### src/rtl/pong_pkg.sv
// rtl/pong_pkg.sv - shared encodings and constants for the pong match sequencer
package pong_pkg;

  // game_state bus encodings seen by the ball and paddle blocks
  localparam logic [1:0] GS_HELD   = 2'b00;
  localparam logic [1:0] GS_PLAY   = 2'b01;
  localparam logic [1:0] GS_FROZEN = 2'b10;
  localparam logic [1:0] GS_OVER   = 2'b11;

  // winner encodings
  localparam logic [1:0] WIN_NONE = 2'b00;
  localparam logic [1:0] WIN_P1   = 2'b01;
  localparam logic [1:0] WIN_P2   = 2'b10;

  // visible raster size, shared with the ball and paddle blocks
  localparam int H_ACTIVE = 640;
  localparam int V_ACTIVE = 480;

  // match sequencer states
  typedef enum logic [2:0] {
    ST_IDLE,
    ST_SERVE,
    ST_PLAY,
    ST_POINT,
    ST_PAUSE,
    ST_OVER
  } match_state_t;

endpackage

### src/rtl/pong_match_ctrl_if.sv
// rtl/pong_match_ctrl_if.sv - score inputs and match-state outputs between sequencer and ball block
interface pong_match_ctrl_if;
  import pong_pkg::*;

  logic [3:0] p1_score;
  logic [3:0] p2_score;
  logic [1:0] game_state;
  logic [1:0] winner;
  logic       serving;
  logic       ball_rst_n;

  // sequencer side: watches scores, drives match state
  modport master (
    input  p1_score,
    input  p2_score,
    output game_state,
    output winner,
    output serving,
    output ball_rst_n
  );

  // ball block side: drives scores, obeys match state
  modport slave (
    output p1_score,
    output p2_score,
    input  game_state,
    input  winner,
    input  serving,
    input  ball_rst_n
  );

endinterface

### src/rtl/pong_match_ctrl_btn_debounce.sv
// rtl/pong_match_ctrl_btn_debounce.sv - button synchroniser, stability filter and press pulse
module btn_debounce #(
  parameter int DEBOUNCE_MS = 20
) (
  input  logic clk_1ms,
  input  logic reset,
  input  logic btn,
  output logic press
);
  import pong_pkg::*;

  localparam int CW = $clog2(DEBOUNCE_MS + 1);
  localparam logic [CW-1:0] CNT_LAST = CW'(DEBOUNCE_MS - 1);

  logic          sync1;
  logic          sync2;
  logic          level;
  logic [CW-1:0] cnt;

  // two-flop synchroniser for the raw asynchronous button
  always_ff @(posedge clk_1ms) begin
    if (!reset) begin
      sync1 <= 1'b0;
      sync2 <= 1'b0;
    end else begin
      sync1 <= btn;
      sync2 <= sync1;
    end
  end

  // count consecutive samples that disagree with the accepted level; flip after DEBOUNCE_MS
  always_ff @(posedge clk_1ms) begin
    if (!reset) begin
      cnt   <= '0;
      level <= 1'b0;
      press <= 1'b0;
    end else begin
      press <= 1'b0;
      if (sync2 != level) begin
        if (cnt == CNT_LAST) begin
          level <= sync2;
          cnt   <= '0;
          press <= sync2;
        end else begin
          cnt <= cnt + CW'(1);
        end
      end else begin
        cnt <= '0;
      end
    end
  end

endmodule

### src/rtl/pong_match_ctrl.sv
// rtl/pong_match_ctrl.sv - match sequencer: serve countdown, point pause, pause, win and match clear
module pong_match_ctrl
  import pong_pkg::*;
#(
  parameter int DEBOUNCE_MS    = 20,
  parameter int SERVE_DELAY_MS = 1000,
  parameter int POINT_PAUSE_MS = 1500,
  parameter int WIN_SCORE      = 7
) (
  input  logic clk_1ms,
  input  logic reset,
  input  logic start_btn,
  input  logic pause_btn,
  pong_match_ctrl_if.master bus
);

  localparam logic [15:0] SERVE_LOAD = 16'(SERVE_DELAY_MS - 1);
  localparam logic [15:0] POINT_LOAD = 16'(POINT_PAUSE_MS - 1);
  localparam logic [3:0]  WIN_VAL    = 4'(WIN_SCORE);

  match_state_t state;
  logic [15:0]  timer;
  logic [3:0]   p1_prev;
  logic [3:0]   p2_prev;
  logic [1:0]   game_state;
  logic [1:0]   winner;
  logic         serving;
  logic         clr_pulse;
  logic         start_press;
  logic         pause_press;
  logic         p1_hit;
  logic         p2_hit;
  logic         p1_win;
  logic         p2_win;

  btn_debounce #(.DEBOUNCE_MS(DEBOUNCE_MS)) u_start_db (
    .clk_1ms (clk_1ms),
    .reset   (reset),
    .btn     (start_btn),
    .press   (start_press)
  );

  btn_debounce #(.DEBOUNCE_MS(DEBOUNCE_MS)) u_pause_db (
    .clk_1ms (clk_1ms),
    .reset   (reset),
    .btn     (pause_btn),
    .press   (pause_press)
  );

  // a point is any score that differs from last cycle's sample; it wins if it reaches WIN_SCORE
  always_comb begin
    p1_hit = (bus.p1_score != p1_prev);
    p2_hit = (bus.p2_score != p2_prev);
    p1_win = p1_hit && (bus.p1_score >= WIN_VAL);
    p2_win = p2_hit && (bus.p2_score >= WIN_VAL);
  end

  // remember last cycle's scores for change detection
  always_ff @(posedge clk_1ms) begin
    if (!reset) begin
      p1_prev <= 4'd0;
      p2_prev <= 4'd0;
    end else begin
      p1_prev <= bus.p1_score;
      p2_prev <= bus.p2_score;
    end
  end

  // match FSM with the shared countdown and registered outputs; scoring beats pause, p1 beats p2
  always_ff @(posedge clk_1ms) begin
    if (!reset) begin
      state      <= ST_IDLE;
      game_state <= GS_HELD;
      winner     <= WIN_NONE;
      serving    <= 1'b0;
      timer      <= 16'd0;
      clr_pulse  <= 1'b0;
    end else begin
      clr_pulse <= 1'b0;
      case (state)
        ST_IDLE: begin
          if (start_press) begin
            state   <= ST_SERVE;
            serving <= 1'b1;
            timer   <= SERVE_LOAD;
          end
        end
        ST_SERVE: begin
          if (timer == 16'd0) begin
            state      <= ST_PLAY;
            game_state <= GS_PLAY;
            serving    <= 1'b0;
          end else begin
            timer <= timer - 16'd1;
          end
        end
        ST_PLAY: begin
          if (p1_win) begin
            state      <= ST_OVER;
            game_state <= GS_OVER;
            winner     <= WIN_P1;
          end else if (p2_win) begin
            state      <= ST_OVER;
            game_state <= GS_OVER;
            winner     <= WIN_P2;
          end else if (p1_hit || p2_hit) begin
            state      <= ST_POINT;
            game_state <= GS_FROZEN;
            timer      <= POINT_LOAD;
          end else if (pause_press) begin
            state      <= ST_PAUSE;
            game_state <= GS_FROZEN;
          end
        end
        ST_POINT: begin
          if (timer == 16'd0) begin
            state      <= ST_SERVE;
            game_state <= GS_HELD;
            serving    <= 1'b1;
            timer      <= SERVE_LOAD;
          end else begin
            timer <= timer - 16'd1;
          end
        end
        ST_PAUSE: begin
          if (pause_press) begin
            state      <= ST_PLAY;
            game_state <= GS_PLAY;
          end
        end
        ST_OVER: begin
          if (start_press) begin
            state      <= ST_IDLE;
            game_state <= GS_HELD;
            winner     <= WIN_NONE;
            clr_pulse  <= 1'b1;
          end
        end
        default: begin
          state      <= ST_IDLE;
          game_state <= GS_HELD;
          winner     <= WIN_NONE;
          serving    <= 1'b0;
          timer      <= 16'd0;
        end
      endcase
    end
  end

  assign bus.game_state = game_state;
  assign bus.winner     = winner;
  assign bus.serving    = serving;
  // ball block clear: system reset or the one-cycle new-match pulse
  assign bus.ball_rst_n = reset & ~clr_pulse;

endmodule
### src/flat_wrapper.sv
// flat-port wrapper written by rule: the top's interface ports become plain ports
module pong_match_ctrl_flat import pong_pkg::*;
#(
  parameter int DEBOUNCE_MS    = 20,
  parameter int SERVE_DELAY_MS = 1000,
  parameter int POINT_PAUSE_MS = 1500,
  parameter int WIN_SCORE      = 7
)
  (clk_1ms, reset, start_btn, pause_btn, bus_p1_score, bus_p2_score, bus_game_state, bus_winner, bus_serving, bus_ball_rst_n);
  pong_match_ctrl_if bus_i ();
  input  logic clk_1ms;
  input  logic reset;
  input  logic start_btn;
  input  logic pause_btn;
  input wire logic [$bits(bus_i.p1_score)-1:0] bus_p1_score;
  input wire logic [$bits(bus_i.p2_score)-1:0] bus_p2_score;
  output wire logic [$bits(bus_i.game_state)-1:0] bus_game_state;
  output wire logic [$bits(bus_i.winner)-1:0] bus_winner;
  output wire logic [$bits(bus_i.serving)-1:0] bus_serving;
  output wire logic [$bits(bus_i.ball_rst_n)-1:0] bus_ball_rst_n;
  assign bus_i.p1_score = bus_p1_score;
  assign bus_i.p2_score = bus_p2_score;
  assign bus_game_state = bus_i.game_state;
  assign bus_winner = bus_i.winner;
  assign bus_serving = bus_i.serving;
  assign bus_ball_rst_n = bus_i.ball_rst_n;
  pong_match_ctrl #(.DEBOUNCE_MS(DEBOUNCE_MS), .SERVE_DELAY_MS(SERVE_DELAY_MS), .POINT_PAUSE_MS(POINT_PAUSE_MS), .WIN_SCORE(WIN_SCORE)) u_core (.clk_1ms(clk_1ms), .reset(reset), .start_btn(start_btn), .pause_btn(pause_btn), .bus(bus_i));
endmodule
### config.mk
export PLATFORM = sky130hd
export DESIGN_NAME = pong_match_ctrl_flat
export DESIGN_NICKNAME = d
export VERILOG_FILES = /design/src/rtl/pong_pkg.sv /design/src/rtl/pong_match_ctrl_if.sv /design/src/rtl/pong_match_ctrl_btn_debounce.sv /design/src/rtl/pong_match_ctrl.sv /design/src/flat_wrapper.sv
export SDC_FILE = /design/constraint.sdc
export NUM_CORES = 1
export LEC_CHECK = 0
export BUFFER_PORTS_ARGS = -buffer_cell sky130_fd_sc_hd__clkbuf_2
export CAP_MARGIN = 25
export CORE_MARGIN = 2
export CORE_UTILIZATION = 34
export CTS_CLUSTER_SIZE = 24
export DETAILED_ROUTE_END_ITERATION = 10
export PLACE_DENSITY = 0.49
export RECOVER_POWER = 100
export SLEW_MARGIN = 5
export SYNTH_ARGS = -nofsm -noshare
export SYNTH_HDL_FRONTEND = slang
export SYNTH_SLANG_ARGS = --single-unit
### constraint.sdc
create_clock -name clk_1ms -period 2.2 [get_ports clk_1ms]
set_input_delay 0.33 -clock clk_1ms [delete_from_list [all_inputs] [get_ports clk_1ms]]
set_output_delay 0.33 -clock clk_1ms [all_outputs]
set_load 0.02 [all_outputs]
Word level (Yosys, flattened, before mapping)
Index checks and enable logic that the tools add are counted.

Bitwise gates (word level): 9. Eq/ne operators: 22. Add/sub/neg operators: 3. Order comparisons: 2. Shifts and indexed selects: 0. $mul: 0. Muxes and demuxes: 34. Reduce and logical (&&, ||, !) cells: 20. Divide/modulo/power cells: 0.

Operator list (count): 16-bit two-way mux (6); 16-bit case mux with 5 select lines (1); 3-bit two-way mux (9); 2-bit two-way mux (10); 3-bit case mux with 6 select lines (1); 6-bit AND reduction (3); 16-bit logical NOT (1); 16-bit by 1-bit subtractor with 16-bit output, second input constant (1); 2-bit != test, second input constant (6); 2-bit case mux with 6 select lines (1); 5-bit by 1-bit adder with 5-bit output, second input constant (2); 5-bit equality test, second input constant (2); 3-bit AND reduction (3); 3-bit OR reduction (3); 4-bit by 3-bit greater-or-equal comparator with 1-bit output, second input constant (2); 4-bit != test (2); 1-bit inverter (8); 3-bit by 2-bit equality test with 1-bit output, second input constant (2); 3-bit equality test, second input constant (2); 2-bit by 1-bit != test with 1-bit output, second input constant (3); 2-bit case mux with 3 select lines (1); 2-bit AND reduction (3); 5-bit by 2-bit != test with 1-bit output, second input constant (1); 1-bit two-way mux (4); other kinds (11) (13).

Latch bits: 0. Bits in writable memories: 0. Bits in registers: 51. ROM bits: 0. Memories kept: 0.

Logic depth before layout (Yosys ltp)
Word-level depth: 6. Mapped depth: 9. Gate-level depth less buffers: 8.

Cells and area by module
A second synthesis with hierarchy kept.

Cell total of the unflattened synthesis: 303. Area, all modules: 2696.3 sq um.

Modules (own cells, without submodules): pong_match_ctrl (instances 1, area each 1978.1 sq um, cells each 235); btn_debounce (instances 2, area each 359.1 sq um, cells each 34).

Least setup slack after synthesis
Ideal clock, no wire load.

Kind: reg-to-reg. From: reg u_core.timer[0]. To: reg u_core.state[0]. Stages on the path, launching flop included: 10. Required time: 2.126 ns. Arrival time: 2.265 ns. Buffers on the path: 1. Path slack: -0.140 ns. Period minus slack after synthesis: 2.340 ns. Path through: dfxtp_1 inv_1 ha_1 or3b_2 nor4_4 or2_1 buf_4 nand4_2 or4_1 a31oi_1.

Longest elaborated chain between the ends: 3.

RTL lines: start: declaration (line pong_match_ctrl.sv:22) `logic [15:0] timer;`; start signal: assignment (line pong_match_ctrl.sv:94) `timer <= timer - 16'd1;`; start signal: assignment (line pong_match_ctrl.sv:122) `timer <= timer - 16'd1;`; 16-bit logical NOT (*) (line pong_match_ctrl.sv:89, pong_match_ctrl.sv:116); 2-bit by 1-bit != test with 1-bit output (no line); 6-bit AND reduction (no line) (*); end signal: assignment (line pong_match_ctrl.sv:90) `state <= ST_PLAY;`; end signal: assignment (line pong_match_ctrl.sv:99) `state <= ST_OVER;`; end signal: assignment (line pong_match_ctrl.sv:117) `state <= ST_SERVE;`; end: declaration (line pong_match_ctrl.sv:21) `match_state_t state;`.

Mark *: on every way between the ends. The rest lies on a longest branch, timed or not. A chain may end at the register's enable or synchronous reset.

Final worst setup path
From: reg u_core.timer[9]. To: reg u_core.timer[13].

Longest elaborated chain between the ends: 3.

RTL lines: 16-bit by 1-bit subtractor with 16-bit output or 16-bit logical NOT (tied branches); 16-bit two-way mux, or another cell as far along (line pong_match_ctrl.sv:116) `if (timer == 16'd0) begin`; 16-bit case mux with 5 select lines or 6-bit AND reduction (tied branches).

Parallel ways exist; a longest one is shown, timed or not. The select of a mux whose other input is x is not followed.

==> results.json <==
{
  "status": "finished, violations left",
  "violations": "setup timing",
  "place_inst": 437,
  "synth_edf_count": 0,
  "arrival_ns": 2.47,
  "powerDensity_mw_per_mm2": 516.8,
  "sw_frac_of_total": 0.2470,
  "drive_above_1_share": 0.2086,
  "fmax_ghz": 0.4503,
  "core-area_mm2": 0.007214,
  "end_kind": "register",
  "yosys_warnings": 0,
  "final.setup.worst_slack_ns": -0.02081,
  "synthFlopType": "dfxtp_1",
  "r2r-start": "u_core.timer[9]",
  "seqCellArea_mm2": 0.001022,
  "crit_end": "u_core.timer[13]",
  "place.gp.congestion": 0.8777,
  "yosysSeqAreaShare": 0.4062,
  "finalPower_mw": 1.596,
  "wl_per_cell_um": 14.02,
  "startpoint": "u_core.timer[9]",
  "fp.dieH_um": 89.99,
  "async_flop_share": 0,
  "overflow": 0,
  "drv_slew": 0,
  "cts_tree": "yes",
  "die_w_um": 89.99,
  "instances_no_fill": 449,
  "clockBufferDepth": 2,
  "portBuffers": 17,
  "multi_input_area_mm2": 0.001473,
  "r2r_end": "u_core.timer[13]",
  "p_switching_mw": 0.3942,
  "relSlewSlack": 0.5340,
  "hpwl_um": 4592,
  "r2r_slack_ns": -0.02,
  "ys_ff_latch": 51,
  "nNetsFinal": 365,
  "synthTopCellsByArea": "dfxtp_1 41%, nor2_1 4.8%, xor2_1 3.8%",
  "grtUsageTotal": 0.1628,
  "dr.pass1.iters": 4,
  "crit_required_ns": 2.45,
  "crit_path_max_incr_delay_ns": 0.58,
  "hp-class": "in -> reg",
  "syn_inst": 302,
  "setup_viol": 3,
  "first_iter_violations": 128,
  "synth_area_leader_cell": "dfxtp_1",
  "syn-cell-area_mm2": 0.002514,
  "intPower_mw": 1.202,
  "die_area_mm2": 0.008097,
  "antennaDiodeCount": 0,
  "areaGrowthSynthToFinish_pct": 22.85,
  "power_frac_comb": 0.055,
  "yosysUniqueCellTypes": 49,
  "max-vdd-ir-drop_uv": 435.3,
  "antenna_found_initial": 0,
  "r2r_cells": 8,
  "clk_latency_ns": 0.31,
  "post-route-drc-count": 0,
  "cts_root_buf": "clkbuf_8",
  "worstSetupPathType": "reg -> reg",
  "place_area_mm2": 0.002925,
  "worstPathMaxFanout": 8,
  "holdPathStages": 2,
  "fillers": 764,
  "ctsHtreeMaxLevel": 2,
  "pwr-share-seq": 0.589,
  "grt_pass1_wl_um": 10770,
  "rows": 31,
  "syn_area_per_cell_um2": 8.323,
  "vias_per_cell": 5.091,
  "initial_core_util": 0.3484,
  "rsz0062_at_grt": "yes",
  "clkSlewWorstSetupHoldPaths_ns": 0.10,
  "p_leak_nw": 1.238,
  "hold_viol": 0,
  "cap_violations": 0,
  "grt_max_degree": 18,
  "cts_buffers": 5,
  "final_area_mm2": 0.003088,
  "wirelength_um": 6296,
  "synth.top_cell.area_share": 0.4062,
  "final_cell_mix": "50 x dfxtp_1, 32 x buf_4, 30 x nor2_1",
  "final_common_cell": "dfxtp_1",
  "cp-start-kind": "register",
  "io_pins": 18,
  "clock_skew_ns": 0.007106,
  "tightest_slew_ns": 0.6991,
  "cts_num_sinks": 51,
  "cp_cell_sequence": "or4_4, nor4_4, nor2_2, o221ai_1, buf_4, buf_6, nand3_1, o21ai_1",
  "antenna_left": 0,
  "timing.setup.tns_ns": -0.04825,
  "period_share": 1.009,
  "grt_pass1_vias": 2176,
  "pwr-share-clk": 0.355,
  "vias": 2286,
  "min_period_ns": 2.221,
  "slowest_stage": "or4_4",
  "post-place-ws_ns": -0.02720,
  "synth.net_count": 318,
  "hold_buffers": 0
}
==> cells by family after synthesis <==
kind of cell / after synthesis / synth area share
buf+inv: 22 / 0.03534
flops: 51 / 0.4062
simple gates: 135 / 0.2882
fa+ha+maj: 4 / 0.01991
compound gates: 70 / 0.1792
xor+xnor: 17 / 0.05923
mux: 3 / 0.01195
==> through the flow <==
stage	hold WS, ns	utilization
global route	0.2103	0.4280
global placement	0.4152	0.4055
floorplan	0.4119	-
detailed placement	0.4169	0.4055
CTS	0.2063	0.4181
finish	0.2205	0.4280
==> power groups by stage <==
stage                     clock (mW)  combinational, mW  sequential, mW
after floorplan                    0             0.0511           0.961
after global placement             0             0.0892           0.962
after detailed placement           0             0.0902           0.962
after CTS                      0.594             0.0905           0.941
after global routing           0.629              0.102           0.942
final                          0.567             0.0885           0.940
==> synth_stat cells, types with 3 or more instances <==
cell      number
or4_1          4
clkbuf_1      11
ha_1           4
a311oi_1       4
xor2_1        11
nand3_1       18
a21oi_1       17
nor2_1        32
inv_1          8
nor4_1         4
xnor2_1        6
mux2i_1        3
dfxtp_1       51
nand2_1       25
o21ai_1        6
a31oi_1       14
nor2b_1        3
nor3_1         8
o21ai_0        9
nand2b_1      10
a211oi_1       3
and2_1        14
==> metal layers <==
layer,vias to the layer above,wire [um],track usage
met5,-,0,0
li1,1181,-,-
met3,9,302,0.03353
met2,48,2726,0.2525
met1,1048,3170,0.2261
met4,0,97,0.05513
==> layout make-up <==
type                            count  share of cell area
Sequential cell                    51              0.3310
Multi-Input combinational cell    229              0.4769
Clock inverter                      2            0.005267
Inverter                            8            0.009724
Timing Repair Buffer               54              0.1135
Clock buffer                        6             0.02350
Tap cell                           99             0.04011
==> critical path, delay by kind of cell (launching register included) <==
kind	cells	cell delay (ns)
buffers and inverters	2	0.36
DFF	1	0.33
AOI/OAI and AO/OA	2	0.30
and+or+nand+nor	4	1.17
==> sequential cells by signal (all words and copies together), names as in the netlist <==
| signal | cells |
|---|---|
| u_core.u_pause_db.press | 1 |
| u_core.timer | 16 |
| u_core.p2_prev | 4 |
| u_core.u_start_db.sync1 | 1 |
| u_core.u_start_db.cnt | 5 |
| u_core.u_pause_db.sync2 | 1 |
| u_core.u_pause_db.sync1 | 1 |
| u_core.p1_prev | 4 |
| u_core.bus.serving | 1 |
| u_core.u_pause_db.level | 1 |
| u_core.u_start_db.sync2 | 1 |
| u_core.u_start_db.level | 1 |
| u_core.u_pause_db.cnt | 5 |
| u_core.clr_pulse | 1 |
| u_core.bus.winner | 2 |
| u_core.state | 3 |
| u_core.bus.game_state | 2 |
| u_core.u_start_db.press | 1 |
==> repair_timing <==
item	in CTS	in global routing
buffers inserted	0	4
resized for setup	1	14
endpoints found under the setup margin	1	16
pin swaps	0	10
hold endpoints to repair	0	0
==> worst min-delay path by stage <==
stage | start | endpoint
6_report | pause_btn | u_core.u_pause_db.sync1
4_1_cts | pause_btn | u_core.u_pause_db.sync1
5_1_grt | start_btn | u_core.u_start_db.sync1
3_5_place_dp | u_core.u_pause_db.sync1 | u_core.u_pause_db.sync2
2_1_floorplan | u_core.u_pause_db.sync1 | u_core.u_pause_db.sync2
3_3_place_gp | u_core.u_start_db.sync1 | u_core.u_start_db.sync2
No activity file was read; power rests on OpenSTA's default activity.
